### src/rtl/cla_adder_pipe.sv
// rtl/cla_adder_pipe.sv - two-stage pipelined carry-lookahead adder/subtractor
//
// Optional flags: define CLA_PIPE_FLAGS_EN to generate the ovf/zero logic.
// Without it, ovf and zero are tied to 0. sum, cout, latency and handshake
// behave the same either way.
//
// Parameters:
//   WIDTH  operand/result width, a multiple of GROUP, 4..64
//   GROUP  bits per lookahead group, 2..8
//
// Ports:
//   clk, rst_n            rising-edge clock, asynchronous active-low reset
//   in_valid/in_ready     operand beat handshake (in_ready is combinational from out_ready)
//   a, b, cin, sub        operands; sub=1 computes a-b as a+~b+1 and ignores cin
//   out_valid/out_ready   result beat handshake
//   sum, cout, ovf, zero  result, carry out of the MSB, signed overflow, sum==0
module cla_adder_pipe #(
  parameter int WIDTH = 16,
  parameter int GROUP = 4
) (
  input  logic             clk,
  input  logic             rst_n,
  input  logic             in_valid,
  output logic             in_ready,
  input  logic [WIDTH-1:0] a,
  input  logic [WIDTH-1:0] b,
  input  logic             cin,
  input  logic             sub,
  output logic             out_valid,
  input  logic             out_ready,
  output logic [WIDTH-1:0] sum,
  output logic             cout,
  output logic             ovf,
  output logic             zero
);

  localparam int NG = WIDTH / GROUP;

  generate
    if ((WIDTH % GROUP) != 0 || WIDTH < 4 || WIDTH > 64 || GROUP < 2 || GROUP > 8) begin : g_bad_params
      $fatal(1, "cla_adder_pipe: illegal WIDTH/GROUP combination");
    end
  endgenerate

  // Handshake: a stage may load whenever the stage after it is empty or moving.
  logic s1_valid;
  logic s2_adv;
  logic s1_adv;

  assign s2_adv   = !out_valid || out_ready;
  assign s1_adv   = !s1_valid || s2_adv;
  assign in_ready = s1_adv;

  // Stage 1: bit and group propagate/generate.
  logic [WIDTH-1:0] b_eff, p_in, g_in;
  logic [NG-1:0]    pg_in, gg_in;
  logic             c0_in;

  always_comb begin
    logic term;
    term  = 1'b0;
    b_eff = sub ? ~b : b;
    c0_in = sub ? 1'b1 : cin;
    p_in  = a ^ b_eff;
    g_in  = a & b_eff;
    pg_in = '0;
    gg_in = '0;
    for (int k = 0; k < NG; k++) begin
      pg_in[k] = &p_in[k*GROUP +: GROUP];
      // Group generate as a flat OR of g[j] & p[j+1..top] terms.
      for (int j = 0; j < GROUP; j++) begin
        term = g_in[k*GROUP + j];
        for (int m = j + 1; m < GROUP; m++) term = term & p_in[k*GROUP + m];
        gg_in[k] = gg_in[k] | term;
      end
    end
  end

  logic [WIDTH-1:0] s1_p, s1_g;
  logic [NG-1:0]    s1_pg, s1_gg;
  logic             s1_c0;

  always_ff @(posedge clk or negedge rst_n) begin
    if (!rst_n) s1_valid <= 1'b0;
    else if (s1_adv) s1_valid <= in_valid;
  end

  always_ff @(posedge clk) begin
    if (s1_adv && in_valid) begin
      s1_p  <= p_in;
      s1_g  <= g_in;
      s1_pg <= pg_in;
      s1_gg <= gg_in;
      s1_c0 <= c0_in;
    end
  end

  // Stage 2: every group carry is a sum of products over the registered group
  // terms and c0, so no carry ripples from one group into the next.
  logic [NG:0]      gc;
  logic [WIDTH-1:0] bc;
  logic [WIDTH-1:0] sum_nx;

  always_comb begin
    logic term;
    term  = 1'b0;
    gc    = '0;
    bc    = '0;
    gc[0] = s1_c0;
    for (int k = 0; k < NG; k++) begin
      term = s1_c0;
      for (int m = 0; m <= k; m++) term = term & s1_pg[m];
      gc[k+1] = term;
      for (int j = 0; j <= k; j++) begin
        term = s1_gg[j];
        for (int m = j + 1; m <= k; m++) term = term & s1_pg[m];
        gc[k+1] = gc[k+1] | term;
      end
    end
    // Bit carries inside each group, flat from that group's carry-in.
    for (int k = 0; k < NG; k++) begin
      for (int i = 0; i < GROUP; i++) begin
        term = gc[k];
        for (int m = 0; m < i; m++) term = term & s1_p[k*GROUP + m];
        bc[k*GROUP + i] = term;
        for (int j = 0; j < i; j++) begin
          term = s1_g[k*GROUP + j];
          for (int m = j + 1; m < i; m++) term = term & s1_p[k*GROUP + m];
          bc[k*GROUP + i] = bc[k*GROUP + i] | term;
        end
      end
    end
    sum_nx = s1_p ^ bc;
  end

  always_ff @(posedge clk or negedge rst_n) begin
    if (!rst_n) begin
      out_valid <= 1'b0;
      sum       <= '0;
      cout      <= 1'b0;
    end else if (s2_adv) begin
      out_valid <= s1_valid;
      if (s1_valid) begin
        sum  <= sum_nx;
        cout <= gc[NG];
      end
    end
  end

`ifdef CLA_PIPE_FLAGS_EN
  always_ff @(posedge clk or negedge rst_n) begin
    if (!rst_n) begin
      ovf  <= 1'b0;
      zero <= 1'b0;
    end else if (s2_adv && s1_valid) begin
      // Signed overflow: carry into the MSB differs from carry out of it.
      ovf  <= bc[WIDTH-1] ^ gc[NG];
      zero <= ~|sum_nx;
    end
  end
`else
  assign ovf  = 1'b0;
  assign zero = 1'b0;
`endif

endmodule
### config.mk
export PLATFORM = sky130hd
export DESIGN_NAME = cla_adder_pipe
export DESIGN_NICKNAME = d
export VERILOG_FILES = /design/src/rtl/cla_adder_pipe.sv
export SDC_FILE = /design/constraint.sdc
export NUM_CORES = 1
export LEC_CHECK = 0
export ABC_AREA = 0
export CAP_MARGIN = 40
export CORE_MARGIN = 2
export CORE_UTILIZATION = 50
export DETAILED_ROUTE_END_ITERATION = 12
export GPL_ROUTABILITY_DRIVEN = 0
export GPL_TIMING_DRIVEN = 0
export PLACE_DENSITY = 0.75
export SYNTH_ARGS = -nofsm -noshare
export SYNTH_HDL_FRONTEND = slang
export SYNTH_SLANG_ARGS = --single-unit
### constraint.sdc
create_clock -name clk -period 4.2 [get_ports clk]
set_clock_uncertainty 0.15 [all_clocks]
set_input_delay 1.26 -clock clk [delete_from_list [all_inputs] [get_ports clk]]
set_output_delay 1.26 -clock clk [all_outputs]
set_load 0.02 [all_outputs]
# ---- Word level (Yosys, flattened, before mapping)
# Index checks and enable logic that the tools add are counted.
dict set report word_totals {
  in_bits 38
  wordCells 128
  register_bits 59
  ram_bits 0
  n_memories 0
  mem_bits_ro 0
  output_inout_bits 21
  latchBits 0
}
dict set report op_classes {
  eq_ne 0
  n_shift 0
  n_mul 0
  magnitude_cmp 0
  n_reduce_logical 10
  div 0
  bitwise_logic 108
  add_sub_neg 0
  muxes 1
}
# cell count
set op_table {}
lappend op_table {{$and A1 B1 Y1} 58}
lappend op_table {{$or A1 B1 Y1} 46}
lappend op_table {{$xor A16 B16 Y16} 2}
lappend op_table {{$and A16 B16 Y16} 1}
lappend op_table {{$mux W16} 1}
lappend op_table {{$not A16 Y16} 1}
lappend op_table {{$reduce_and A4 Y1} 4}
lappend op_table {{$logic_not A1 Y1} 2}
lappend op_table {{$logic_or A1 B1 Y1} 2}
lappend op_table {{$reduce_and A2 Y1} 1}
lappend op_table {{$logic_and A1 B1 Y1} 1}

# ---- Longest topological paths before layout
dict set report depth {
  depth_word 13
  mapped_depth 9
  mapped_depth_nobuf 9
}

# ---- Worst setup path before layout
# Ideal clock, no wire load.
dict set report synth_timing {
  path_type {input to register}
  startpoint {input out_ready}
  endpoint {register s1_c0, enable pin}
  required_time_ps 3652
  arrival_ps 2464
  path_buffers 0
  stages 2
  slack_ps 1188
  path_cell_list {nand3b_1 -> and2_1}
}
dict set report synth_via {
  elab_chain_len 3
}
# item line_no
set synth_rtl {}
lappend synth_rtl {{from (decl)} 30} ;# input logic out_ready,
lappend synth_rtl {{$logic_or A1 B1 Y1} 50} ;# assign s2_adv = !out_valid || out_ready;
lappend synth_rtl {{$logic_or A1 B1 Y1} 51} ;# assign s1_adv = !s1_valid || s2_adv;
lappend synth_rtl {{$logic_and A1 B1 Y1} 89} ;# if (s1_adv && in_valid) begin
lappend synth_rtl {{to (signal assigned)} 94} ;# s1_c0 <= c0_in;
lappend synth_rtl {{to (decl)} 81} ;# logic s1_c0;
# Every way passes these cells.
# A chain may end at the register's enable or synchronous reset.

# ---- Worst setup path after layout
dict set report layout_timing {
  startpoint {input out_ready}
  endpoint {output in_ready}
}
dict set report layout_via {
  elab_chain_len 2
}
# item line_no
set layout_rtl {}
lappend layout_rtl {{$logic_or A1 B1 Y1} 50}
lappend layout_rtl {{$logic_or A1 B1 Y1} 51}
lappend layout_rtl {{to (decl)} 24} ;# output logic in_ready,
# Every way passes these cells.

==> impl_metrics.tcl <==
set metrics [dict create \
    ant_nets 0 \
    power_frac_comb_pct 27.0 \
    p_clk_share_pct 20.8 \
    synth-seq-cells 56 \
    core_area_mm2 0.005107 \
    row_count 26 \
    numCtsBuffers 5 \
    post_cts_buffers 0 \
    power.switching_w 0.0003922 \
    setup_viol 0 \
    ir_drop_mv 0.1847 \
    power_w 0.001379 \
    ys_warn_count 0 \
    grt_pass1_wl_um 7452 \
    critPathMaxFanout 3 \
    timing.rr.start "s1_c0" \
    fillers 413 \
    io_pins 59 \
    p_int_w 0.0009871 \
    cts_tree "built" \
    place_area_mm2 0.003296 \
    die_y_um 76.63 \
    maxCapViolCount 0 \
    cts-root-buf "clkbuf_8" \
    p_per_area_mw_per_mm2 407.7 \
    stdcell_area_mm2 0.003383 \
    portBuffers 55 \
    dieArea_mm2 0.005872 \
    status "finished clean" \
    busiest_layer "met2" \
    holdBufCountCts 0 \
    syn_inst 192 \
    finalNonFillerCells 327 \
    placed_cells 319 \
    pwr-share-seq_pct 52.2 \
    grt_pass1_vias 1646 \
    slowest_stage "clkdlybuf4s50_1" \
    min_period_ns 3.990 \
    mostFrequentLayoutCells "clkdlybuf4s50_1 (55), edfxtp_1 (37), xor2_1 (24), ha_1 (20), dfrtp_1 (19)" \
    die_width_um 76.63 \
    wl_per_cell_um 13.80 \
    avgViaCountPerCell 4.963 \
    antenna_cells 0 \
    start_util_pct 51.64 \
    route.detailed.drc 0 \
    grtUsageMet1_pct 18.61 \
    synth.distinct_cells 29 \
    clock-sinks 56 \
    overflow 0 \
    grtUsageMet2_pct 30.35 \
    max_stage_delay_ns 0.63 \
    final_common_cell "clkdlybuf4s50_1" \
    cts_max_level 2 \
    yosysSeqAreaShare_pct 60.15 \
    slew_violations 0 \
    netlist_area_mm2 0.002638 \
    rrSetupSlack_ns 2.03 \
    worst_ep_required_time_ns 2.79 \
    worstPathCellList "clkdlybuf4s50_1 -> nand3b_1 -> clkdlybuf4s50_1" \
    grt_usage_pct 16.71 \
    cts_buffer_depth 2 \
    post-dp-hpwl_um 3389 \
    holdCritPathClass "reg2reg" \
    worst_pin_slew_ns 0.7956 \
    cpMostUsedCell "clkdlybuf4s50_1" \
    critical_path_buf_inv_count 2 \
    grt.met3_usage_pct 3.910 \
    drt_iter0_markers 100 \
    relSlewSlack_pct 46.96 \
    tns_ns 0 \
    fin_nets 314 \
    via_count 1623 \
    clk_pin_slew_ns 0.09 \
    fin_crit_sh_pct 95.00 \
    fmax_ghz 0.2506 \
    swShare_pct 28.43 \
    worst-setup-path-type "in2out" \
    antenna_found_initial 0 \
    area_delta_synth_final_pct 28.27 \
    hold_violations 0 \
    rsz0062_at_grt "no" \
    wirelength_um 4512 \
    worst_setup_path_start_kind "primary input" \
    crit_path_start "out_ready" \
    crit_arrival_ns 2.58 \
    syn_avg_cell_area_um2 13.74 \
    grt_start_max_net_pins 38 \
    p_leak_nw 1.382 \
    min_from "sum[9]" \
    drt_pass1_iterations 4 \
    drive_above_1_share_pct 11.28 \
    cpLargestDelayFamily "buffers and inverters" \
    ctsResizeCount 0 \
    critPathCaptureType "output port" \
    clkLatencyLatePin_ns 0.31 \
]
==> cell usage after synthesis <==
master    count  share of area, %
edfxtp_1     37                42
xor2_1       24               8.0
ha_1         20               9.5
dfrtp_1      19                18
nand2_1      14               2.0
o21ai_0       9               1.7
a21o_1        6               1.7
nand2b_1      6               1.4
a21oi_1       5              0.95
a21oi_2       5               1.7
o31ai_1       5               1.4
and4_1        4               1.3
buf_4         4               1.1
mux2_2        4               1.7
nor2_1        4              0.57
nor2b_1       4              0.95
nor3_1        4              0.76
o21a_1        4               1.1
o21ai_1       3              0.57
buf_6         2              0.85
a41o_1        1              0.38
and2_1        1              0.24
conb_1        1              0.14
inv_1         1              0.14
inv_2         1              0.14
nand2_4       1              0.43
nand2b_4      1              0.52
nand3b_1      1              0.28
or2_2         1              0.24
==> area by class of cell <==
type	count	area, µm²	share of cell area, %
Multi-Input combinational cell	129	996.0	29.44
Clock buffer	5	68.82	2.034
Inverter	2	7.507	0.2219
Tap cell	70	87.58	2.589
Buffer	6	52.55	1.553
Clock inverter	3	18.77	0.5547
Timing Repair Buffer	56	565.5	16.72
Sequential cell	56	1587	46.89
==> per-layer routing <==
layer  vias up  part of all wire, %
met5         -                    0
met4         0                  2.4
met3        11                  4.6
met2        50                   52
met1       747                   41
li1        815                    -
==> power groups by stage <==
| stage | Sequential [W] | Clock, W | Combinational, W |
|---|---|---|---|
| finish | 0.000720 | 0.000287 | 0.000372 |
| global route | 0.000732 | 0.000315 | 0.000405 |
| CTS | 0.000722 | 0.000290 | 0.000376 |
| detailed placement | 0.000734 | 0 | 0.000374 |
| global placement | 0.000732 | 0 | 0.000365 |
| floorplan | 0.000783 | 0 | 0.000150 |
==> final timing paths <==
path,to,cells past startpoint
max,in_ready,3
min reg2reg,sum[9],2
max in group asynchronous,sum[5],2
min in group asynchronous,sum[12],1
max reg2reg,sum[15],9
min,sum[9],2
==> cells by family after synthesis <==
family | synth area share, %
xor gates and xnor gates | 7.970
DFF | 60.15
other | 0.1422
and+or+nand+nor | 8.729
AOI/OAI and AO/OA | 9.535
adders and majority gates | 9.488
buffers and inverters | 2.277
muxes | 1.708
==> registers in the layout, summed over array words and instances, names as in the netlist <==
signal and cells:
sum 16, s1_pg 4, s1_c0 1, out_valid 1, s1_p 16, cout 1
s1_gg 4, s1_valid 1, s1_g 12
==> stage by stage <==
stage	worst slack, ns	hold slack [ns]	utilization, %
2_1_floorplan	1.188	0.3639	-
3_3_place_gp	0.2201	0.3103	64.21
3_5_place_dp	0.2130	0.3161	64.53
4_1_cts	0.1961	0.3373	66.24
5_1_grt	0.1513	0.3735	66.24
6_report	0.2098	0.3308	66.24
==> tightest hold or removal path, stage by stage (launching register included) <==
cell	delay [ns]
dfrtp_1	0.35
nand2_1	0.05
o31ai_1	0.05
Power figures use the tool's default switching activity.
